## src/rtl/rr_enqueue_arbiter.sv

```systemverilog
`default_nettype none
// ============================================================================
// Module   : rr_enqueue_arbiter
// Brief    : Round-robin, burst-bounded arbiter sharing one FIFO enqueue port.
// Revision : 1.0 - initial release
// ============================================================================
module rr_enqueue_arbiter #(
    parameter  int NUM_REQ   = 4,
    parameter  int WIDTH     = 8,
    parameter  int MAX_BURST = 4,
    localparam int c_IDW     = (NUM_REQ > 1) ? $clog2(NUM_REQ) : 1
) (
    input  logic                     clk,
    input  logic                     reset,
    input  logic [NUM_REQ-1:0]       req,
    input  logic [NUM_REQ*WIDTH-1:0] data_in,
    input  logic                     fifo_is_full,
    output logic [NUM_REQ-1:0]       grant,
    output logic                     enqueue_request,
    output logic [WIDTH-1:0]         data_out,
    output logic [c_IDW-1:0]         owner,
    output logic                     locked
);

    localparam int c_CW = $clog2(MAX_BURST + 1);

    localparam logic [0:0] c_S_IDLE  = 1'b0;
    localparam logic [0:0] c_S_BURST = 1'b1;

    logic [0:0]       r_state;
    logic [c_IDW-1:0] r_ptr;
    logic [c_IDW-1:0] r_owner;
    logic [c_CW-1:0]  r_count;
    logic             r_locked;

    logic [0:0]       w_state_nxt;
    logic [c_IDW-1:0] w_ptr_nxt;
    logic [c_IDW-1:0] w_owner_nxt;
    logic [c_CW-1:0]  w_count_nxt;
    logic             w_fire;
    logic [c_IDW-1:0] w_sel;
    logic             w_found;
    logic [c_IDW-1:0] w_pick;

    // Explicit wrap keeps rotation correct when NUM_REQ is not a power of two.
    function automatic logic [c_IDW-1:0] f_next(input logic [c_IDW-1:0] i);
        return (i == c_IDW'(NUM_REQ - 1)) ? '0 : i + c_IDW'(1);
    endfunction

    // Cyclic priority search: indices at or above the pointer first, then the rest.
    always_comb begin
        w_found = 1'b0;
        w_pick  = '0;
        for (int i = 0; i < NUM_REQ; i++) begin
            if (!w_found && req[i] && (c_IDW'(i) >= r_ptr)) begin
                w_found = 1'b1;
                w_pick  = c_IDW'(i);
            end
        end
        for (int i = 0; i < NUM_REQ; i++) begin
            if (!w_found && req[i]) begin
                w_found = 1'b1;
                w_pick  = c_IDW'(i);
            end
        end
    end

    always_ff @(posedge clk) begin
        if (reset) begin
            r_state  <= c_S_IDLE;
            r_ptr    <= '0;
            r_owner  <= '0;
            r_count  <= '0;
            r_locked <= 1'b0;
        end else begin
            r_state  <= w_state_nxt;
            r_ptr    <= w_ptr_nxt;
            r_owner  <= w_owner_nxt;
            r_count  <= w_count_nxt;
            r_locked <= (w_state_nxt == c_S_BURST);
        end
    end

    always_comb begin
        w_state_nxt = r_state;
        w_ptr_nxt   = r_ptr;
        w_owner_nxt = r_owner;
        w_count_nxt = r_count;
        w_fire      = 1'b0;
        w_sel       = r_owner;
        case (r_state)
            c_S_IDLE: begin
                if (!fifo_is_full && w_found) begin
                    w_fire      = 1'b1;
                    w_sel       = w_pick;
                    w_owner_nxt = w_pick;
                    w_count_nxt = c_CW'(1);
                    if (MAX_BURST == 1) begin
                        w_ptr_nxt = f_next(w_pick);
                    end else begin
                        w_state_nxt = c_S_BURST;
                    end
                end
            end
            c_S_BURST: begin
                // A full FIFO freezes the burst without spending its budget.
                if (!fifo_is_full) begin
                    if (req[r_owner]) begin
                        w_fire      = 1'b1;
                        w_count_nxt = r_count + c_CW'(1);
                        if (w_count_nxt == c_CW'(MAX_BURST)) begin
                            w_state_nxt = c_S_IDLE;
                            w_ptr_nxt   = f_next(r_owner);
                        end
                    end else begin
                        w_state_nxt = c_S_IDLE;
                        w_ptr_nxt   = f_next(r_owner);
                    end
                end
            end
            default: begin
                w_state_nxt = c_S_IDLE;
            end
        endcase
    end

    always_comb begin
        grant    = '0;
        data_out = '0;
        if (!reset && w_fire) begin
            for (int i = 0; i < NUM_REQ; i++) begin
                if (w_sel == c_IDW'(i)) begin
                    grant[i] = 1'b1;
                    data_out = data_in[i*WIDTH +: WIDTH];
                end
            end
        end
    end

    assign enqueue_request = |grant;
    assign owner           = r_owner;
    assign locked          = r_locked;

endmodule
`default_nettype wire
```

## config.mk

```make
export PLATFORM = sky130hd
export DESIGN_NAME = rr_enqueue_arbiter
export DESIGN_NICKNAME = d
export VERILOG_FILES = /design/src/rtl/rr_enqueue_arbiter.sv
export SDC_FILE = /design/constraint.sdc
export NUM_CORES = 1
export LEC_CHECK = 0
export CORE_UTILIZATION = 45
export DETAILED_ROUTE_END_ITERATION = 12
export HOLD_SLACK_MARGIN = 0.1
export PLACE_DENSITY = 0.86
export SYNTH_ARGS = -nofsm -noshare
export SYNTH_HDL_FRONTEND = slang
export SYNTH_SLANG_ARGS = --single-unit
```

## constraint.sdc

```tcl
create_clock -name clk -period 6.4 [get_ports clk]
set_input_delay 1.6 -clock clk [delete_from_list [all_inputs] [get_ports clk]]
set_output_delay 1.6 -clock clk [all_outputs]
set_load 0.005 [all_outputs]
```

==> summary.md <==
| Metric | Value |
|---|---|
| Tightest Pin Transition | `0.859 ns` |
| Leak | `around 0.63 nW` |
| Startpoint Class | `input port` |
| CTS resizes | `0` |
| Clock Latency Late Sink | `0.25 ns` |
| Tmin final | `between 5 and 6 ns` |
| Die width | `54.1 µm` |
| Root buffer cell | `clkbuf_4` |
| Starting Density | `between 40% and 50%` |
| Max-cap violations | `0` |
| Switching power | `0.0000726 W` |
| Initial antenna violation count | `0` |
| Final Hold Viols | `0` |
| Hold crit path type | `flip-flop to flip-flop` |
| ANT cells | `0` |
| Site row count | `18` |
| Slew HR | `between 40% and 50%` |
| Synth Area per Inst | `roughly 7.3 µm²` |
| Core area | `2520 µm²` |
| Part of the power in registers | `27.8%` |
| Synth cell types | `37` |
| CTS tree | `yes` |
| Crit end category | `primary output` |
| Cell Int Power | `between 0.0001 and 0.00015 W` |
| Combinational share of power | `a little over half` |
| Clock network power share | `18.4%` |
| I/O Buffers | `between 50 and 60` |
| DR pass1 iterations | `4` |
| RSZ-0062 raised after global routing | `false` |
| P&R area growth vs syn | `44.6%` |
| Max Slew Vio Count | `0` |
| Detailed Place HPWL | `about 2.7 mm` |
| DR iter-0 viols | `43` |
| DRC violations left | `0` |
| Post-DR wirelength/cell | `15.1 µm` |
| Post-placement cell count | `around 240` |
| Layout cells sized above 1 | `8.88%` |
| Register bit count reported by yosys | `8` |
| Post-synth ARST share | `0%` |
| Critical Path Fanout Max | `38` |
| Final #Nets | `approximately 260` |
| Routed Antenna Nets | `0` |
| Vias per Instance | `between 6 and 7` |
| Most frequent cells in the layout | `54 x clkdlybuf4s50_1, 17 x a21oi_1, 15 x nand2_1` |
| Peak supply drop | `between 80 and 90 µV` |
| Post-CTS setup buffer count | `0` |
| CTS Hold Buffers Added | `0` |
| Cts bufs inserted | `3` |
| Clock Path Buffers | `2` |
| Gpl congestion | `just over 0.8` |
| Skew final | `0.00617 ns` |
| Synth warnings | `0` |
| Clk sinks | `8` |
| Non-filler cells, final | `roughly 240` |
| Req. time, crit path | `around 4.8 ns` |
| FMAX | `roughly 0.17 GHz` |
| H-tree levels | `1` |
| Die Span Y | `between 50 and 60 µm` |
| Largest net degree at the start of global routing | `39` |
| Synth Flop Type | `dfxtp_1` |
| IO Pins | `55` |
| Vias in the first global route | `~1,200` |
| Post-route cell area | `~1800 µm²` |
| Pwr dens | `about 120 nW/µm²` |
| Overflow after GRT | `0` |
| Die area | `roughly 2900 µm²` |
| First-pass GRT wire length | `roughly 5.4 mm` |
| Pwr Total | `roughly 0.00021 W` |
| Clk slew on worst S/H paths | `~0.060 ns` |
| Switching part of the total | `between 30% and 40%` |
| Ratio of final minimum period to clock period | `between 90 and 100%` |
| Kind of critical path | `input port to primary output` |
| Post-synth EDFFs | `0` |
| Setup violators final | `0` |
| Crit path DAT | `4.33 ns` |
| Total Routed Length | `about 3.7 mm` |
| Setup TNS Final | `0 ns` |
| Global Route Usage Sum | `25.1%` |
| Mapped Area | `1220 µm²` |
| Synth Instances | `about 170` |
| DP Area | `1750 µm²` |
| DR vias | `roughly 1,500` |
| Outcome | `finished, final reports clean` |
| Commonest non-fill, non-tap cell in the layout | `clkdlybuf4s50_1` |
| Synthesized Nets | `210` |
| Register area share after synthesis | `a little over an eighth` |
-- flip-flops by register name (all words and copies together), names as in the netlist --
name	count
locked	1
owner	2
r_count	3
r_ptr	2
-- through the flow --
stage | setup WS [ns] | hold slack (ns) | util (%)
floorplan | 1.86 | 0.477 | -
global placement | 0.623 | 0.484 | 69.2
detailed placement | 0.524 | 0.506 | 69.2
CTS | 0.507 | 0.514 | 70.1
global route | 0.393 | 0.529 | 70.1
finish | 0.469 | 0.511 | 70.1
-- power by group through the flow --
stage,sequential (W),clock [W],combinational (W)
floorplan,0.0000562,0,0.0000655
global placement,0.0000585,0,0.000108
detailed placement,0.0000589,0,0.000110
CTS,0.0000579,0.0000401,0.000111
global route,0.0000589,0.0000417,0.000121
finish,0.0000581,0.0000384,0.000113
-- final cells by class --
| cell class | count | area, µm² |
|---|---|---|
| fill | 204 | 753 |
| multi-input combinational | 144 | 982 |
| timing repair buffer | 56 | 556 |
| inverter | 3 | 11.3 |
| clock buffer | 3 | 22.5 |
| tap | 30 | 37.5 |
| sequential | 8 | 160 |
-- per-layer routing --
layer  up-vias  part of all wire (%)  GRT usage (%)
li1        718                     -              -
met1       697                    45           33.2
met2        68                    48           42.3
met3         2                   6.8           2.82
met4         0                  0.33           7.26
met5         -                     0              0
-- path summary, 6_finish.rpt --
path                                           endpoint  slack (ns)                     from  cells past startpoint
worst max-delay path                        data_out[4]        0.47                   req[3]                      7
worst min register to register  r_count[2]$_SDFFE_PP0P_        0.51  r_count[2]$_SDFFE_PP0P_                      2
worst max register to register    r_ptr[1]$_SDFFE_PP0P_        4.31      owner[0]$_SDFF_PP0_                      5
worst min-delay path            r_count[2]$_SDFFE_PP0P_        0.51  r_count[2]$_SDFFE_PP0P_                      2
-- synthesized netlist by cell type, drive strengths merged, types with 5 or more instances --
master	number	share of area, %
dfxtp	8	13
nand2	16	5.1
o211ai	12	7.4
nor2	13	4.0
and3b	12	8.6
mux2i	6	4.9
nand4	12	6.1
o21ai	5	2.0
nor2b	6	3.1
clkbuf	5	1.5
a21oi	18	7.7
o22ai	8	7.2
buf	8	4.7
nand2b	14	7.2
-- worst max-delay path: stages --
cell and delay [ns]:
clkdlybuf4s50_1 0.51, or4_4 0.55, and2_4 0.28, a31oi_4 0.31, nand2b_1 0.44, o22ai_2 0.15, clkdlybuf4s50_1 0.48
-- cells by family after synthesis --
family | Yosys count | synth area share [%]
compound gates | 47 | 28.0
fa+ha+maj | 3 | 3.07
simple gates | 86 | 41.2
flops | 8 | 13.1
mux | 7 | 6.75
buf+inv | 16 | 7.16
xor+xnor | 1 | 0.716
Note: power is estimated with default switching activity, not from simulation.
